[src/rtl/adder_pkg.sv]
// Shared definitions for the adder slice: default operand width and the
// registered status-flag bundle.
package adder_pkg;

  localparam int WIDTH_DEF = 8;

  typedef struct packed {
    logic carry;
    logic ovf;
    logic zero;
    logic neg;
  } flags_t;

endpackage

[src/rtl/adder_if.sv]
// Operand/result bundle between the adder and its user. `master` drives the
// operands, and `slave` is the adder side.
interface adder_if
  import adder_pkg::*;
#(
  parameter int WIDTH = WIDTH_DEF
);
  // Handshake: in_valid=1 at a rising clk edge captures a/b. out_valid is
  // in_valid delayed by one cycle. There is no ready, so a capture is never
  // refused. Reset is the only thing that can stop a capture from happening.
  logic [WIDTH-1:0] a;
  logic [WIDTH-1:0] b;
  logic             in_valid;
  logic [WIDTH-1:0] out;
  logic [WIDTH-1:0] sum_q;
  logic             carry_q;
  logic             ovf_q;
  logic             zero_q;
  logic             neg_q;
  logic             out_valid;

  modport master (
    output a, b, in_valid,
    input  out, sum_q, carry_q, ovf_q, zero_q, neg_q, out_valid
  );

  modport slave (
    input  a, b, in_valid,
    output out, sum_q, carry_q, ovf_q, zero_q, neg_q, out_valid
  );

endinterface

[src/rtl/adder_flags.sv]
// Combinational status flags for a WIDTH-bit sum. The inputs are the sum,
// its carry-out and the MSBs of the two operands.
module adder_flags
  import adder_pkg::*;
#(
  parameter int WIDTH = WIDTH_DEF
) (
  input  logic [WIDTH-1:0] sum_i,
  input  logic             carry_i,
  input  logic             a_msb_i,
  input  logic             b_msb_i,
  output flags_t           flags_o
);

  always_comb begin
    flags_o       = '0;
    flags_o.carry = carry_i;
    // Signed overflow: the operands agree in sign and the result does not.
    flags_o.ovf   = (a_msb_i == b_msb_i) && (sum_i[WIDTH-1] != a_msb_i);
    flags_o.zero  = (sum_i == '0);
    flags_o.neg   = sum_i[WIDTH-1];
  end

endmodule

[src/rtl/adder.sv]
// WIDTH-bit adder with a combinational sum and a registered sum/flag path.
// Define ADDER_FLAGS_EN to compute carry/ovf/zero/neg; otherwise they read 0.
module adder
  import adder_pkg::*;
#(
  parameter int WIDTH = WIDTH_DEF
) (
  input logic    clk,
  input logic    rst,
  adder_if.slave bus
);

  logic [WIDTH:0]   sum_full;
  logic [WIDTH-1:0] sum_d, sum_q;
  logic             valid_d, valid_q;
  flags_t           flags;

  assign sum_full = {1'b0, bus.a} + {1'b0, bus.b};
  assign bus.out  = sum_full[WIDTH-1:0];

  // An if-test (not a mux) so an undriven in_valid falls to "no capture".
  always_comb begin
    sum_d   = sum_q;
    valid_d = 1'b0;
    if (bus.in_valid) begin
      sum_d   = sum_full[WIDTH-1:0];
      valid_d = 1'b1;
    end
  end

  always_ff @(posedge clk or posedge rst) begin
    if (rst) begin
      sum_q   <= '0;
      valid_q <= 1'b0;
    end else begin
      sum_q   <= sum_d;
      valid_q <= valid_d;
    end
  end

`ifdef ADDER_FLAGS_EN
  flags_t flags_calc, flags_d, flags_q;

  adder_flags #(.WIDTH(WIDTH)) u_flags (
    .sum_i   (sum_full[WIDTH-1:0]),
    .carry_i (sum_full[WIDTH]),
    .a_msb_i (bus.a[WIDTH-1]),
    .b_msb_i (bus.b[WIDTH-1]),
    .flags_o (flags_calc)
  );

  always_comb begin
    flags_d = flags_q;
    if (bus.in_valid) flags_d = flags_calc;
  end

  // The cleared sum is zero, so zero_q comes out of reset set.
  always_ff @(posedge clk or posedge rst) begin
    if (rst) begin
      flags_q <= '{carry: 1'b0, ovf: 1'b0, zero: 1'b1, neg: 1'b0};
    end else begin
      flags_q <= flags_d;
    end
  end

  assign flags = flags_q;
`else
  logic unused_carry;
  assign unused_carry = sum_full[WIDTH];
  assign flags        = '0;
`endif

  assign bus.sum_q     = sum_q;
  assign bus.out_valid = valid_q;
  assign bus.carry_q   = flags.carry;
  assign bus.ovf_q     = flags.ovf;
  assign bus.zero_q    = flags.zero;
  assign bus.neg_q     = flags.neg;

endmodule

[src/flat_wrapper.sv]
// flat-port wrapper written by rule: the top's interface ports become plain ports
module adder_flat import adder_pkg::*;
#(
  parameter int WIDTH = WIDTH_DEF
)
  (clk, rst, bus_a, bus_b, bus_in_valid, bus_out, bus_sum_q, bus_carry_q, bus_ovf_q, bus_zero_q, bus_neg_q, bus_out_valid);
  adder_if #(.WIDTH(WIDTH)) bus_i ();
  input logic clk;
  input logic rst;
  input wire logic [$bits(bus_i.a)-1:0] bus_a;
  input wire logic [$bits(bus_i.b)-1:0] bus_b;
  input wire logic [$bits(bus_i.in_valid)-1:0] bus_in_valid;
  output wire logic [$bits(bus_i.out)-1:0] bus_out;
  output wire logic [$bits(bus_i.sum_q)-1:0] bus_sum_q;
  output wire logic [$bits(bus_i.carry_q)-1:0] bus_carry_q;
  output wire logic [$bits(bus_i.ovf_q)-1:0] bus_ovf_q;
  output wire logic [$bits(bus_i.zero_q)-1:0] bus_zero_q;
  output wire logic [$bits(bus_i.neg_q)-1:0] bus_neg_q;
  output wire logic [$bits(bus_i.out_valid)-1:0] bus_out_valid;
  assign bus_i.a = bus_a;
  assign bus_i.b = bus_b;
  assign bus_i.in_valid = bus_in_valid;
  assign bus_out = bus_i.out;
  assign bus_sum_q = bus_i.sum_q;
  assign bus_carry_q = bus_i.carry_q;
  assign bus_ovf_q = bus_i.ovf_q;
  assign bus_zero_q = bus_i.zero_q;
  assign bus_neg_q = bus_i.neg_q;
  assign bus_out_valid = bus_i.out_valid;
  adder #(.WIDTH(WIDTH)) u_core (.clk(clk), .rst(rst), .bus(bus_i));
endmodule
[config.mk]
export PLATFORM = sky130hd
export DESIGN_NAME = adder_flat
export DESIGN_NICKNAME = d
export VERILOG_FILES = /design/src/rtl/adder_pkg.sv /design/src/rtl/adder_if.sv /design/src/rtl/adder_flags.sv /design/src/rtl/adder.sv /design/src/flat_wrapper.sv
export SDC_FILE = /design/constraint.sdc
export NUM_CORES = 1
export LEC_CHECK = 0
export BUFFER_PORTS_ARGS = -buffer_cell sky130_fd_sc_hd__buf_2
export CELL_PAD_IN_SITES_DETAIL_PLACEMENT = 2
export CELL_PAD_IN_SITES_GLOBAL_PLACEMENT = 2
export CORE_MARGIN = 1
export CORE_UTILIZATION = 23
export CTS_BUF_LIST = sky130_fd_sc_hd__clkbuf_16
export DETAILED_ROUTE_END_ITERATION = 10
export GPL_ROUTABILITY_DRIVEN = 0
export PLACE_DENSITY_LB_ADDON = 0.1
export SYNTH_ARGS = -nofsm -noshare
export SYNTH_HDL_FRONTEND = slang
export SYNTH_SLANG_ARGS = --single-unit
[constraint.sdc]
create_clock -name clk -period 2 [get_ports clk]
set_clock_uncertainty 0.2 [all_clocks]
set_input_delay 0 -clock clk [delete_from_list [all_inputs] [get_ports clk]]
set_output_delay 0 -clock clk [all_outputs]
set_load 0.01 [all_outputs]
==> flow_metrics.py, run 1 <==
metrics = {
    "run_status": {
        "run_status": "finished, violations left",
        "failed_checks": "DRC",
    },
    "logic_synthesis": {
        "synth.distinct_cells": 26,
        "netlist_top_cells_area": "dfrtp_1, ha_1, mux2_2",
        "seq_area_frac_synth_pct": 31.69,
        "ys_ff_latch": 9,
        "syn_inst": 75,
        "yosysWarningCount": 0,
        "syn_area_per_cell_sq_um": 9.476,
        "synth_top_area_share_pct": 31.69,
        "netlist_area_sq_um": 710.7,
        "synth_area_leader_cell": "dfrtp_1",
    },
    "layout": {
        "area_growth_pct": 41.73,
        "final_core_util_pct": 35.31,
        "n_antenna_cell": 0,
        "num-nets-final": 142,
        "num-fill-cells": 336,
        "final_common_cell": "buf_2",
        "drive_above_1_share_pct": 39.47,
        "final_cells": 145,
        "layout_common_cells": "buf_2, dfrtp_1, inv_1",
    },
    "route": {
        "drt_iter0_markers": 14,
        "wl_per_cell_um": 13.84,
        "viasPerCell": 4.869,
        "antenna_left": 0,
        "firstDrtPassIters": 7,
        "vias": 706,
        "drcViolationCount": 2,
        "drt-total-wl_mm": 2.007,
    },
    "critical_path": {
        "crit_path_top_delay_cell": "or4_1",
        "r2r_end": "u_core.bus.sum_q[6]$_DFFE_PP0P_",
        "r2r_cells": 2,
        "critical_path.top_delay_family": "simple AND/OR/NAND/NOR gates",
        "reg2reg_slack_ps": 860,
        "crit_chain": "buf_2 > ha_1 > inv_1 > fa_1 > nor2b_4 > o31a_1 > or4_1 > nand3_1 > buf_2",
        "crit_top_cell": "buf_2",
        "timing.rr.start": "u_core.bus.sum_q[6]$_DFFE_PP0P_",
        "crit_required_ps": 1800,
        "cp.arrival_ps": 1630,
        "cp-end-kind": "output port",
        "cpPeakStageDelay_ps": 410,
        "path_max_fanout": 5,
        "cp_num_buf_inv": 3,
        "worstSetupPathType": "in2out",
        "startpoint_type": "input port",
        "startpoint": "bus_b[0]",
    },
    "clocking": {
        "htreeDepth": 1,
        "cts-root-buf": "clkbuf_16",
        "clkLatencyLatePin_ps": 230,
        "cts_sinks": 9,
        "tritoncts": "done",
        "cts_inserted_buffers": 3,
        "cts_setup_buffers": 0,
        "cts.path.max_buffers": 2,
        "clkTransAtPathRegs_ps": 40,
    },
    "global_route": {
        "antenna_found_initial": 0,
        "grt_pass1_wl_mm": 3.408,
        "grt_use_total_pct": 13.82,
        "first_global_vias": 763,
        "grt-ovfl-total": 0,
        "grt_start_max_net_pins": 10,
    },
    "power": {
        "p_leak_nw": 0.5098,
        "ir_worst_vdd_v": 0.0004505,
        "p_total_mw": 0.8657,
        "p_per_area_nw_per_um2": 859.5,
    },
    "hold_path": {
        "hp-class": "in2async",
    },
    "placed_design": {
        "port_buffers": 35,
        "hpwl_mm": 1.678,
        "dp_cells": 138,
    },
    "sta": {
        "hold_violations": 0,
        "clock.fmax_mhz": 546.7,
        "period_share_pct": 91.46,
        "slew_violations": 0,
        "rsz0062_at_grt": "no",
        "finalCriticalPeriod_ps": 1829,
        "final.setup.tns_ps": 0,
        "final-setup-viol-count": 0,
    },
    "floorplan": {
        "coreArea_sq_um": 2853,
        "start_util_pct": 24.91,
        "die_area_sq_um": 3316,
        "die_height_um": 57.59,
        "num_io_pins": 40,
        "num_rows": 19,
        "dieWidth_um": 57.59,
    },
    "run": {
        "drv_cap": 0,
    },
}
layout make-up:
type / instances / area, sq um / share of cell area (%)
clock buffers: 3 / 75.07 / 7.453
clock inverters: 1 / 3.754 / 0.3727
inverters: 7 / 26.28 / 2.609
multi-input cells: 56 / 432.9 / 42.98
flip-flops and latches: 9 / 225.2 / 22.36
well taps: 31 / 38.79 / 3.851
repair buffers: 38 / 205.2 / 20.37
sequential cells by signal, indices dropped and copies added, names as in the netlist:
register / count
u_core.bus.sum_q: 8
u_core.bus.out_valid: 1
worst register-to-register path, cell delays in order, from the launching register on:
cell and delay (ps):
dfrtp_1 380, a221oi_1 300, nand3_1 120
power by group:
| part | internal, mW | switching (mW) |
|---|---|---|
| Sequential | 0.218 | 0.0176 |
| Combinational | 0.131 | 0.151 |
| Clock | 0.261 | 0.0870 |
| Total | 0.610 | 0.256 |
per-layer routing:
layer | vias up | global-route usage, % | wire (um)
met2 | 28 | 22.09 | 944
met1 | 332 | 17.11 | 860
li1 | 339 | - | -
met4 | 0 | 9.408 | 63
met3 | 7 | 2.041 | 137
met5 | - | 0 | 0
stage by stage:
step / hold WS [ps] / setup WS, ps / cell area (sq um)
5_1_grt: 137.9 / 55.23 / 1007
4_1_cts: 74.07 / 166.5 / 1007
6_report: 66.59 / 170.9 / 1007
3_3_place_gp: -211.8 / 190.3 / 898.4
3_5_place_dp: -218.7 / 125.0 / 898.4
2_1_floorplan: -372.1 / 373.2 / 721.9
synth_stat cells:
library cell / count
a21oi_1: 4
fa_1: 1
nand3_1: 2
nor4_1: 1
nor3_1: 3
nor2b_4: 1
a221oi_1: 1
o21a_1: 1
mux2_2: 6
conb_1: 1
o31a_1: 2
xor2_1: 2
o31ai_1: 1
a211oi_1: 2
xnor2_1: 2
buf_4: 4
or4_1: 2
a21o_1: 1
nand2_1: 3
clkbuf_1: 2
inv_1: 7
ha_1: 7
dfrtp_1: 9
nor2_1: 4
o21ai_0: 3
o211ai_1: 3
kinds of logic after synthesis:
family          share of synthesized area, %
mux                                    9.506
compound gates                         17.08
other cells                           0.5277
fa+ha+maj                              15.14
xor+xnor                               4.930
buf+inv                                8.980
flops                                  31.69
simple gates                           12.15
how the worst max path moves through the flow:
| stage | end | slack (ps) | cells past startpoint |
|---|---|---|---|
| floorplan | u_core.bus.sum_q[6]$_DFFE_PP0P_ | 370 | 7 |
| global placement | u_core.bus.sum_q[6]$_DFFE_PP0P_ | 190 | 8 |
| detailed placement | u_core.bus.sum_q[6]$_DFFE_PP0P_ | 130 | 8 |
| CTS | bus_out[6] | 170 | 9 |
| global route | bus_out[6] | 60 | 9 |
| finish | bus_out[6] | 170 | 9 |
repair_timing:
action | 4_1_cts | 5_1_grt
setup endpoints to repair | 0 | 0
gates resized for setup | 0 | 0
endpoints found under the hold margin | 15 | 0
hold buffers | 3 | 0
Note: power is estimated with default switching activity, not from simulation.
==> inputs of run 2 (changes only) <==
==> constraint.sdc (replaced) <==
create_clock -name clk -period 2 [get_ports clk]
set_clock_uncertainty 0.2 [all_clocks]
set_input_delay 0.4 -clock clk [delete_from_list [all_inputs] [get_ports clk]]
set_output_delay 0.4 -clock clk [all_outputs]
set_load 0.01 [all_outputs]
==> run 2 against run 1 <==
- the run ends with DRC, setup timing left
- cell area increased by 42%
- non-clock buffer count grew 23
- critical path depth did not move
- via count grew 13%
- global-route usage grew 2.4 points
- core utilization is 15 points higher
- routed wire length up 34%
- sequential power grew 2%
- critical path type unchanged
- highest routed layer unchanged
==> flow_metrics.py, run 2 (synthesis gave the netlist of run 1 again) <==
metrics = {
    "layout": {
        "final_common_cell": "buf_2",
        "num-fill-cells": 293,
        "drive_above_1_share_pct": 66.42,
        "largest_reg_flops": 8,
        "regMostFlops": "u_core.bus.sum_q",
        "area_growth_pct": 100.9,
        "n_antenna_cell": 0,
        "regArea_sq_um": 225.2,
        "num-nets-final": 165,
        "multi_input_area_sq_um": 615.6,
        "layout_common_cells": "buf_2, buf_4, buf_6",
    },
    "sta": {
        "finalCriticalPeriod_ps": 2457,
        "clock.fmax_mhz": 406.9,
        "hold_violations": 0,
        "slew_violations": 0,
        "rsz0062_at_grt": "yes",
        "final-setup-viol-count": 7,
        "period_share_pct": 122.9,
        "fin_ws_ps": -457.5,
    },
    "floorplan": {
        "dieWidth_um": 57.59,
        "start_util_pct": 24.91,
        "num_io_pins": 40,
        "num_rows": 19,
        "coreArea_sq_um": 2853,
        "die_height_um": 57.59,
        "die_area_sq_um": 3316,
    },
    "critical_path": {
        "crit_path_top_delay_cell": "or4_4",
        "worstSetupPathType": "in2out",
        "cp.arrival_ps": 1860,
        "startpoint_type": "input port",
        "cp_num_buf_inv": 3,
        "path_max_fanout": 2,
        "critical_path.top_delay_family": "simple AND/OR/NAND/NOR gates",
        "cp-end-kind": "output port",
        "crit_chain": "buf_8 > ha_4 > inv_2 > fa_2 > nor2b_4 > o31a_1 > or4_4 > nand3_2 > buf_6",
        "cpPeakStageDelay_ps": 430,
        "crit_required_ps": 1400,
    },
    "placed_design": {
        "port_buffers": 35,
        "pre_cts_ws_ps": -511.3,
        "hpwl_mm": 1.914,
    },
    "power": {
        "p_sw_share_pct": 30.38,
        "p_clk_share_pct": 33.0,
        "pwr-share-comb_pct": 44.1,
        "p_total_mw": 1.044,
        "p_sw_mw": 0.3171,
        "ir_worst_vdd_v": 0.0005650,
        "p_leak_nw": 0.6929,
        "power_frac_seq_pct": 22.9,
        "p_int_mw": 0.7268,
        "p_per_area_nw_per_um2": 731.2,
    },
    "route": {
        "antenna_left": 0,
        "drcViolationCount": 3,
        "wl_per_cell_um": 16.07,
        "drt-total-wl_mm": 2.699,
        "vias": 796,
        "viasPerCell": 4.738,
        "firstDrtPassIters": 6,
        "drt_iter0_markers": 10,
    },
    "hold_path": {
        "hp-class": "in2reg",
    },
    "clocking": {
        "cts_inserted_buffers": 3,
        "cts.path.max_buffers": 2,
        "htreeDepth": 1,
        "clkLatencyLatePin_ps": 230,
        "clkTransAtPathRegs_ps": 40,
        "cts_sinks": 9,
        "cts-root-buf": "clkbuf_16",
        "tritoncts": "done",
    },
    "run": {
        "drv_cap": 0,
    },
    "global_route": {
        "first_global_vias": 877,
        "grt_pass1_wl_mm": 4.064,
        "grt_start_max_net_pins": 10,
        "grt_use_total_pct": 16.25,
        "antenna_found_initial": 0,
        "grt-ovfl-total": 0,
    },
    "run_status": {
        "failed_checks": "DRC, setup timing",
        "run_status": "finished, violations left",
    },
}
==> run 2: changes by cell type in the layout (fill, tap and decap cells not counted), moves of 4 or more <==
cell	change
ha_4	+4
ha_1	-4
buf_2	-7
buf_4	+19
buf_6	+12
==> run 2: per-layer routing <==
metal / wire length (um) / part of all wire, % / global-route usage, % / vias to the layer above
li1: - / - / - / 388
met5: 0 / 0 / 0 / -
met2: 1423 / 53 / 31.40 / 24
met4: 17 / 0.63 / 5.226 / 0
met1: 1169 / 43 / 19.10 / 382
met3: 89 / 3.3 / 0.4535 / 2
==> run 2: worst register-to-register path, delay by kind of cell (launching register included) <==
| family | cells | cell delay (ps) |
|---|---|---|
| compound gates | 1 | 430 |
| flops | 1 | 380 |
| simple gates | 1 | 120 |
==> run 2: worst paths after layout <==
| path | start | end | slack (ps) | cells after the start |
|---|---|---|---|---|
| min reg2reg | u_core.bus.sum_q[0]$_DFFE_PP0P_ | u_core.bus.sum_q[0]$_DFFE_PP0P_ | 320 | 1 |
| max reg2reg | u_core.bus.sum_q[6]$_DFFE_PP0P_ | u_core.bus.sum_q[6]$_DFFE_PP0P_ | 730 | 2 |
| max in group asynchronous | rst | u_core.bus.sum_q[4]$_DFFE_PP0P_ | 860 | 3 |
| min in group asynchronous | rst | u_core.bus.sum_q[7]$_DFFE_PP0P_ | 470 | 3 |
| max | bus_b[0] | bus_out[6] | -460 | 9 |
| min | bus_in_valid | u_core.bus.out_valid$_DFF_PP0_ | 200 | 1 |
==> run 2: cell type report <==
class	count	share of cell area [%]
sequential	9	15.78
timing repair buffer	61	31.03
inverter	7	1.840
multi-input combinational	56	43.12
tap	31	2.717
clock inverter	1	0.2629
clock buffer	3	5.259
==> run 2: what timing repair did <==
action | 4_1_cts | 5_1_grt
pin swaps | 10 | 14
hold buffers | 1 | 0
hold endpoints to repair | 9 | 0
setup endpoints to repair | 9 | 9
cloned | 0 | 0
setup buffers | 7 | 5
gates resized for setup | 26 | 14
==> run 2: stage by stage <==
| step | setup TNS, ps | utilization, % | instance area [sq um] | instances | hold WS [ps] |
|---|---|---|---|---|---|
| floorplan | -350.3 | - | 759.5 | 78 | 27.92 |
| global placement | -2744 | 37.24 | 1062 | 155 | 174.4 |
| detailed placement | -3030 | 37.24 | 1062 | 155 | 181.2 |
| CTS | -1812 | 47.19 | 1346 | 166 | 196.2 |
| global route | -2413 | 50.04 | 1428 | 168 | 206.8 |
| finish | -2146 | 50.04 | 1428 | 168 | 197.0 |
==> run 2: power groups by stage <==
stage | logic, mW | registers [mW] | clock network, mW
2_1_floorplan | 0.166 | 0.253 | 0
3_3_place_gp | 0.325 | 0.236 | 0
3_5_place_dp | 0.337 | 0.240 | 0
4_1_cts | 0.425 | 0.239 | 0.350
5_1_grt | 0.493 | 0.243 | 0.360
6_report | 0.460 | 0.239 | 0.345
